[config.mk]
export PLATFORM = sky130hd
export DESIGN_NAME = uart_line_rx
export DESIGN_NICKNAME = d
export VERILOG_FILES = /design/src/rtl/uart_line_rx.sv
export SDC_FILE = /design/constraint.sdc
export NUM_CORES = 1
export LEC_CHECK = 0
export ABC_AREA = 1
export ABC_CLOCK_PERIOD_IN_PS = 4350
export CAP_MARGIN = 20
export CORE_ASPECT_RATIO = 0.6
export CORE_UTILIZATION = 50
export CTS_BUF_LIST = sky130_fd_sc_hd__clkbuf_8
export DETAILED_ROUTE_END_ITERATION = 6
export PLACE_DENSITY = 0.77
export SYNTH_ARGS = -nofsm -noshare
export SYNTH_HDL_FRONTEND = slang
export SYNTH_SLANG_ARGS = --single-unit
[constraint.sdc]
create_clock -name clk -period 4.35 [get_ports clk]
set_input_delay 0.87 -clock clk [delete_from_list [all_inputs] [get_ports clk]]
set_output_delay 0.87 -clock clk [all_outputs]
set_load 0.01 [all_outputs]
[src/rtl/uart_line_rx.sv]
// Line assembler downstream of the UART receiver: collects bytes into a buffer, applies backspace, hands off completed lines.
// Latency: a byte is reflected in line_len/buffer the cycle after acceptance; rd_data has 1-cycle read latency.
// Backpressure: rx_data_ready is high only while collecting; it drops for a held line until line_ack.
module uart_line_rx #(
    parameter int DEPTH  = 64,
    parameter int ADDR_W = 6
) (
    input  logic              clk,
    input  logic              rst_n,
    input  logic [7:0]        rx_data,
    input  logic              rx_data_valid,
    output logic              rx_data_ready,
    output logic              line_valid,
    output logic [ADDR_W:0]   line_len,
    output logic              line_ovf,
    input  logic [ADDR_W-1:0] rd_addr,
    output logic [7:0]        rd_data,
    input  logic              line_ack
);

    typedef enum logic [0:0] {
        ST_COLLECT = 1'b0,
        ST_DONE    = 1'b1
    } state_t;

    localparam logic [ADDR_W:0] LEN_FULL = (ADDR_W+1)'(DEPTH);
    localparam logic [ADDR_W:0] LEN_ONE  = (ADDR_W+1)'(1);

    localparam logic [7:0] CH_CR  = 8'h0D;
    localparam logic [7:0] CH_LF  = 8'h0A;
    localparam logic [7:0] CH_BS  = 8'h08;
    localparam logic [7:0] CH_DEL = 8'h7F;

    state_t            state_q, state_d;
    logic [ADDR_W:0]   len_q, len_d;
    logic              ovf_q, ovf_d;
    logic [7:0]        rd_data_q, rd_data_d;

    // Line storage; deliberately never reset or cleared, only bytes below line_len are meaningful.
    logic [7:0]        buf_q [DEPTH];

    logic              accept;
    logic              is_term;
    logic              is_bs;
    logic              wr_en;
    logic [ADDR_W-1:0] wr_addr;

    // Byte classification and handshake; ready comes from the state register alone.
    always_comb begin
        is_term = (rx_data == CH_CR) || (rx_data == CH_LF);
        is_bs   = (rx_data == CH_BS) || (rx_data == CH_DEL);
        accept  = rx_data_valid && (state_q == ST_COLLECT);
    end

    // Next-state, length/overflow update and buffer write decode.
    always_comb begin
        state_d = state_q;
        len_d   = len_q;
        ovf_d   = ovf_q;
        wr_en   = 1'b0;
        wr_addr = len_q[ADDR_W-1:0];
        case (state_q)
            ST_COLLECT: begin
                if (accept) begin
                    if (is_term) begin
                        // Terminators on an empty line are swallowed so CR LF never yields a blank line.
                        if (len_q != '0) begin
                            state_d = ST_DONE;
                        end
                    end else if (is_bs) begin
                        if (len_q != '0) begin
                            len_d = len_q - LEN_ONE;
                        end
                    end else if (len_q != LEN_FULL) begin
                        wr_en = 1'b1;
                        len_d = len_q + LEN_ONE;
                    end else begin
                        // Buffer full: drop the byte and remember it; backspace does not clear this.
                        ovf_d = 1'b1;
                    end
                end
            end
            ST_DONE: begin
                if (line_ack) begin
                    state_d = ST_COLLECT;
                    len_d   = '0;
                    ovf_d   = 1'b0;
                end
            end
            default: begin
                state_d = ST_COLLECT;
                len_d   = '0;
                ovf_d   = 1'b0;
            end
        endcase
    end

    // Registered read port, usable in any state.
    always_comb begin
        rd_data_d = buf_q[rd_addr];
    end

    // Control state registers.
    always_ff @(posedge clk or negedge rst_n) begin
        if (!rst_n) begin
            state_q   <= ST_COLLECT;
            len_q     <= '0;
            ovf_q     <= 1'b0;
            rd_data_q <= 8'h00;
        end else begin
            state_q   <= state_d;
            len_q     <= len_d;
            ovf_q     <= ovf_d;
            rd_data_q <= rd_data_d;
        end
    end

    // Buffer write; no reset so contents survive reset and ack.
    always_ff @(posedge clk) begin
        if (wr_en) begin
            buf_q[wr_addr] <= rx_data;
        end
    end

    assign rx_data_ready = (state_q == ST_COLLECT);
    assign line_valid    = (state_q == ST_DONE);
    assign line_len      = len_q;
    assign line_ovf      = ovf_q;
    assign rd_data       = rd_data_q;

endmodule
==> flow_summary.json, run 1 <==
{
  "route.detailed.drc": 0,
  "start_util_pct": 51.5,
  "post_cts_buffers": 0,
  "end_kind": "flop",
  "yosysWarnings": 0,
  "antenna_found_initial": 0,
  "synthTopCellsByArea": "edfxtp_1, nand2_1, nand3_1, dfrtp_1, nor2_1",
  "drive_gt1_share_pct": 7.42,
  "cts.repair.resized": 0,
  "critical-path-top-delay-family": "simple AND/OR/NAND/NOR gates",
  "grt_max_degree": 145,
  "grtUsageMet3_pct": 9.11,
  "syn_avg_cell_area_um2": 11.3,
  "setup_viol_count_final": 0,
  "area_delta_synth_final_pct": 10.2,
  "rrSetupSlack_ps": 1490,
  "ys_types": 25,
  "crit_required_ps": 4630,
  "detail_route.wl_per_cell_um": 22.5,
  "crit_chain": "buf_2, inv_1, nand2_1, nor2_1, nand2_1, nand2_2, inv_1, nand4_1, nor2_4, nand2_1, nor2_1",
  "synth_area_leader_cell": "edfxtp_1",
  "crit_fanout": 19,
  "finalCritPeriodShare_pct": 76.2,
  "path_common_cell": "nand2_1",
  "synth_top_area_share_pct": 70.2,
  "track_usage_pct": 26.7,
  "path_class": "in -> reg",
  "dp_hpwl_mm": 36.3,
  "r2r_end": "buf_q[36][1]",
  "synth-seq-cells": 529,
  "die_h_um": 164,
  "tightest_slew_ps": 973,
  "fin_crit_ps": 3320,
  "power_density_nw_per_um2": 440,
  "routed_wl_mm": 58.6,
  "yosysSeqAreaShare_pct": 72.2,
  "hold-path-endpoint": "buf_q[7][7]",
  "synth_area_um2": 21900,
  "syn_nets": 1969,
  "finalHoldViolations": 0,
  "dieArea_um2": 44700,
  "place_congestion": 0.933,
  "core_um2": 42500,
  "fin_nets": 2010,
  "hold_path_depth": 1,
  "hp-start": "rx_data[7]",
  "irDropWorstVdd_mv": 0.245,
  "ios": 36,
  "cts_tree": "done",
  "firstDrtPassIters": 7,
  "fmax_mhz": 302,
  "fp.dieW_um": 272,
  "clk_latency_ps": 650,
  "rsz0062_at_grt": "no",
  "power_uw": 10600,
  "clkSinkCount": 529,
  "grt_pass1_wl_mm": 87.2,
  "fp-row-count": 58,
  "num_vias": 15301,
  "multiInputGateArea_um2": 5470,
  "reg2reg_from": "line_valid",
  "ctsHtreeMaxLevel": 3,
  "start_kind": "input pin",
  "drt_iter0_drc": 2539,
  "arrival_ps": 3590,
  "p_leak_uw": 0.00892,
  "max_stage_delay_ps": 750,
  "port_buffers": 35,
  "cts_buffers": 72,
  "setup-tns-final_ps": 0,
  "finalMaxSlewViolations": 0,
  "critPathSlowestCell": "nor2_1",
  "use_met2_pct": 36.6,
  "met1_usage_pct": 40.4,
  "top_usage_layer": "met1",
  "worst_clock_skew_ps": 24.2,
  "antennaDiodeCount": 0,
  "cts.hold.buffers_added": 0,
  "fill_cells": 3469,
  "maxSlewHeadroom_pct": 35.0,
  "ant_nets": 0,
  "clk_pin_slew_ps": 70,
  "via_per_inst": 5.87,
  "syn_inst": 1945,
  "overflow": 0,
  "clockRootBuffer": "clkbuf_8",
  "status": "finished, final reports clean",
  "cp.buffers_inverters": 3,
  "clockBufferDepth": 3,
  "final-seq-area_um2": 15800,
  "hold_class": "in -> reg",
  "grt_pass1_vias": 14233,
  "ff2ff_path_depth": 5,
  "drv_cap": 0
}
worst max-delay path by stage:
stage,from,to,slack [ps],cells past startpoint
2_1_floorplan,rx_data[1],buf_q[57][0],1800,10
3_3_place_gp,rx_data[2],buf_q[53][4],590,11
3_5_place_dp,rx_data[2],buf_q[1][7],470,11
4_1_cts,rx_data[2],buf_q[1][7],1130,11
5_1_grt,rx_data[2],buf_q[1][1],850,11
6_report,rx_data[2],buf_q[36][1],1030,11
cell usage in the layout, fill, tap and decap left out:
cell,Yosys,final
nand2_2,2,2
bufinv_16,0,1
inv_1,29,51
a21oi_1,3,3
dfrtp_1,17,17
nor2_1,90,90
clkdlybuf4s50_1,0,24
buf_2,58,9
nand3_1,451,451
buf_4,3,36
clkinv_2,0,7
inv_4,0,1
inv_2,3,2
buf_16,0,1
clkinvlp_4,0,2
o21ai_0,5,5
clkbuf_8,0,78
xnor2_1,2,2
xor2_1,1,1
buf_8,0,1
buf_6,1,1
clkinv_1,0,12
nor2_2,1,1
nand4_1,6,6
or2_2,1,1
a21boi_0,1,1
nand2_1,702,702
nor2_4,1,1
fa_1,1,1
buf_12,0,6
inv_6,0,1
ha_1,5,5
nor3_1,1,1
edfxtp_1,512,512
kinds of logic after synthesis:
| group | count (synthesis) | synth area share [%] |
|---|---|---|
| adder cells (fa/ha/maj) | 6 | 0.377 |
| buffers and inverters | 143 | 2.87 |
| AND/OR/NAND/NOR | 1255 | 24.2 |
| XOR/XNOR | 3 | 0.120 |
| flip-flops | 529 | 72.2 |
| AO/OA/AOI/OAI | 9 | 0.217 |
flip-flops by register name (all words and copies together), names as in the netlist:
register    cells
buf_q         512
line_len        7
line_valid      1
line_ovf        1
rd_data         8
per-stage QoR:
step	area [um^2]	setup slack, ps	hold slack (ps)	utilization, %	instances
2_1_floorplan	21900	1800	556	-	1945
5_1_grt	24100	846	495	56.7	2605
6_report	24100	1030	518	56.7	2605
4_1_cts	24100	1130	486	56.6	2603
3_3_place_gp	22800	586	612	53.6	2479
3_5_place_dp	22800	467	575	53.6	2480
report_power, final:
part / total, uW / switching, uW / internal, uW
registers: 5880 / 118 / 5760
clock network: 3530 / 1820 / 1700
logic: 1200 / 881 / 320
synth_stat cells:
| library cell | number |
|---|---|
| inv_2 | 3 |
| nand4_1 | 6 |
| a21boi_0 | 1 |
| nand2_1 | 702 |
| a21oi_1 | 3 |
| dfrtp_1 | 17 |
| or2_2 | 1 |
| nand2_2 | 2 |
| xor2_1 | 1 |
| o21ai_0 | 5 |
| clkbuf_1 | 20 |
| fa_1 | 1 |
| xnor2_1 | 2 |
| inv_1 | 29 |
| buf_1 | 29 |
| edfxtp_1 | 512 |
| ha_1 | 5 |
| nor3_1 | 1 |
| buf_2 | 58 |
| nor2_4 | 1 |
| buf_4 | 3 |
| nor2_1 | 90 |
| nand3_1 | 451 |
| nor2_2 | 1 |
| buf_6 | 1 |
layout make-up:
| cell class | instances | area share, % |
|---|---|---|
| inverter | 32 | 0.529 |
| tap | 570 | 2.96 |
| clock buffer | 78 | 4.45 |
| timing repair buffer | 78 | 3.02 |
| sequential | 529 | 65.5 |
| clock inverter | 45 | 0.877 |
| multi-input combinational | 1273 | 22.7 |
worst reg2reg max path: cells and delay by family (launching register included):
family        cells  cell delay, ps
simple gates      4            1750
flops             1             510
buf+inv           1             250
layer usage:
metal	up-vias	wire length (um)
met4	0	1210
li1	6842	-
met2	1132	24300
met5	-	0
met1	7210	24200
met3	117	8920
(Power assumes the default switching activity.)
==> inputs of run 2 (changes only) <==
Settings changed: ABC_CLOCK_PERIOD_IN_PS 4350 to 3400.
Clock period 4.35 ns to 3.4 ns, I/O delays scaled along.
==> run 2 against run 1 <==
Compared with the run above: routed wire length shrank 0.63%; first-iteration DRC count shrank 8.0%; critical path depth shrank 10; final cell count grew 2.4%; combinational power grew 32%; count of clock-buffer cells in the layout grew 7; core utilization grew 1.1 points; sequential cell count is the same; non-clock buffer count grew 57; via count grew 1.2%; global-route usage shrank 0.25 points; sequential share of layout area shrank 1.2 points.
==> flow_summary.json, run 2 (synthesis results as in run 1) <==
{
  "status": "finished, final reports clean",
  "die_h_um": 164,
  "hold_class": "in -> reg",
  "antenna_found_initial": 2,
  "core_um2": 42500,
  "largest_register": "buf_q",
  "detail_route.wl_per_cell_um": 21.8,
  "power_density_nw_per_um2": 556,
  "drive_gt1_share_pct": 10.2,
  "area_delta_synth_final_pct": 12.2,
  "clkSinkCount": 529,
  "cts_tree": "done",
  "port_buffers": 35,
  "layout_common_cells": "nand2_1, edfxtp_1, nand3_1",
  "setup_slack_ps": 790,
  "largest_register_ffs": 512,
  "clockBufferDepth": 3,
  "grt_max_degree": 132,
  "routed_wl_mm": 58.3,
  "track_usage_pct": 26.5,
  "critical-path-top-delay-family": "flip-flops",
  "fmax_mhz": 383,
  "route.detailed.drc": 0,
  "final_common_cell": "nand2_1",
  "maxSlewHeadroom_pct": 35.4,
  "pre_cts_ws_ps": 270,
  "clk_latency_ps": 640,
  "num_vias": 15485,
  "ctsHtreeMaxLevel": 3,
  "firstDrtPassIters": 6,
  "crit_required_ps": 2720,
  "p_leak_uw": 0.00926,
  "setup-tns-final_ps": 0,
  "fin_crit_ps": 2610,
  "end_kind": "primary output",
  "instances_no_fill": 2668,
  "max_stage_delay_ps": 660,
  "cp.buffers_inverters": 1,
  "cts.repair.resized": 0,
  "start_kind": "flop",
  "irDropWorstVdd_mv": 0.427,
  "finalCritPeriodShare_pct": 76.8,
  "overflow": 0,
  "place_congestion": 0.919,
  "grt_pass1_vias": 14708,
  "dieArea_um2": 44700,
  "fin_nets": 2068,
  "ios": 36,
  "via_per_inst": 5.80,
  "clk_pin_slew_ps": 70,
  "dp.cells": 2538,
  "fp.dieW_um": 272,
  "grt_pass1_wl_mm": 87.0,
  "worst_clock_skew_ps": 30.5,
  "tightest_slew_ps": 969,
  "fp-row-count": 58,
  "crit_chain": "clkdlybuf4s50_1",
  "start_util_pct": 51.5,
  "finalHoldViolations": 0,
  "post_cts_buffers": 0,
  "cts_buffers": 73,
  "path_class": "reg -> out",
  "critPathSlowestCell": "dfrtp_1",
  "rsz0062_at_grt": "no",
  "cts.hold.buffers_added": 0,
  "setup_viol_count_final": 0,
  "clockRootBuffer": "clkbuf_8",
  "ant_nets": 0,
  "drt_iter0_drc": 2337,
  "drv_cap": 0,
  "crit_fanout": 11,
  "arrival_ps": 1930,
  "dp_hpwl_mm": 35.3,
  "finalMaxSlewViolations": 0
}
-- run 2: changes by cell type in the layout (fill, tap and decap cells not counted) --
| cell | before | now |
|---|---|---|
| buf_4 | 36 | 95 |
| clkinv_1 | 12 | 4 |
| clkbuf_8 | 78 | 85 |
| diode_2 | 0 | 5 |
| inv_1 | 51 | 54 |
| buf_12 | 6 | 5 |
| buf_16 | 1 | 0 |
| bufinv_16 | 1 | 0 |
| clkinv_2 | 7 | 8 |
| clkinvlp_4 | 2 | 1 |
-- run 2: final timing paths --
kind / from / to / slack [ps] / depth (start not counted)
min: rx_data[1] / buf_q[1][1] / 300 / 1
max: line_len[0] / line_len[0] / 790 / 1
max in group asynchronous: rst_n / rd_data[5] / 2570 / 2
min reg2reg: line_ovf / line_ovf / 560 / 2
max reg2reg: line_len[0] / buf_q[59][4] / 990 / 7
min in group asynchronous: rst_n / line_len[2] / 360 / 1
-- run 2: layer usage --
| layer | GRT usage (%) | vias up | wire [um] |
|---|---|---|---|
| li1 | - | 6959 | - |
| met1 | 39.1 | 7326 | 23700 |
| met2 | 37.9 | 1068 | 24800 |
| met3 | 6.54 | 132 | 8070 |
| met4 | 10.2 | 0 | 1750 |
| met5 | 0 | - | 0 |
-- run 2: final cells by class --
class | instances | area (um^2)
clock buffers | 85 | 1170
diodes | 5 | 12.5
clock inverters | 39 | 160
inverters | 32 | 128
fillers | 3459 | 18000
flip-flops and latches | 529 | 15800
well taps | 570 | 713
repair buffers | 135 | 1120
multi-input cells | 1273 | 5470
-- run 2: stage by stage --
stage | hold slack (ps) | power, uW | utilization (%) | cell area, um^2
2_1_floorplan | 384 | 8420 | - | 21900
3_3_place_gp | 537 | 9140 | 54.6 | 23200
3_5_place_dp | 553 | 9180 | 54.6 | 23200
4_1_cts | 280 | 13700 | 57.7 | 24500
5_1_grt | 283 | 14100 | 57.8 | 24600
6_report | 305 | 13700 | 57.8 | 24600
-- run 2: where the power goes --
| group | leakage (uW) | internal, uW | switching, uW |
|---|---|---|---|
| registers | 0.00482 | 7370 | 143 |
| clock network | 0.000787 | 2260 | 2320 |
| logic | 0.00365 | 445 | 1130 |
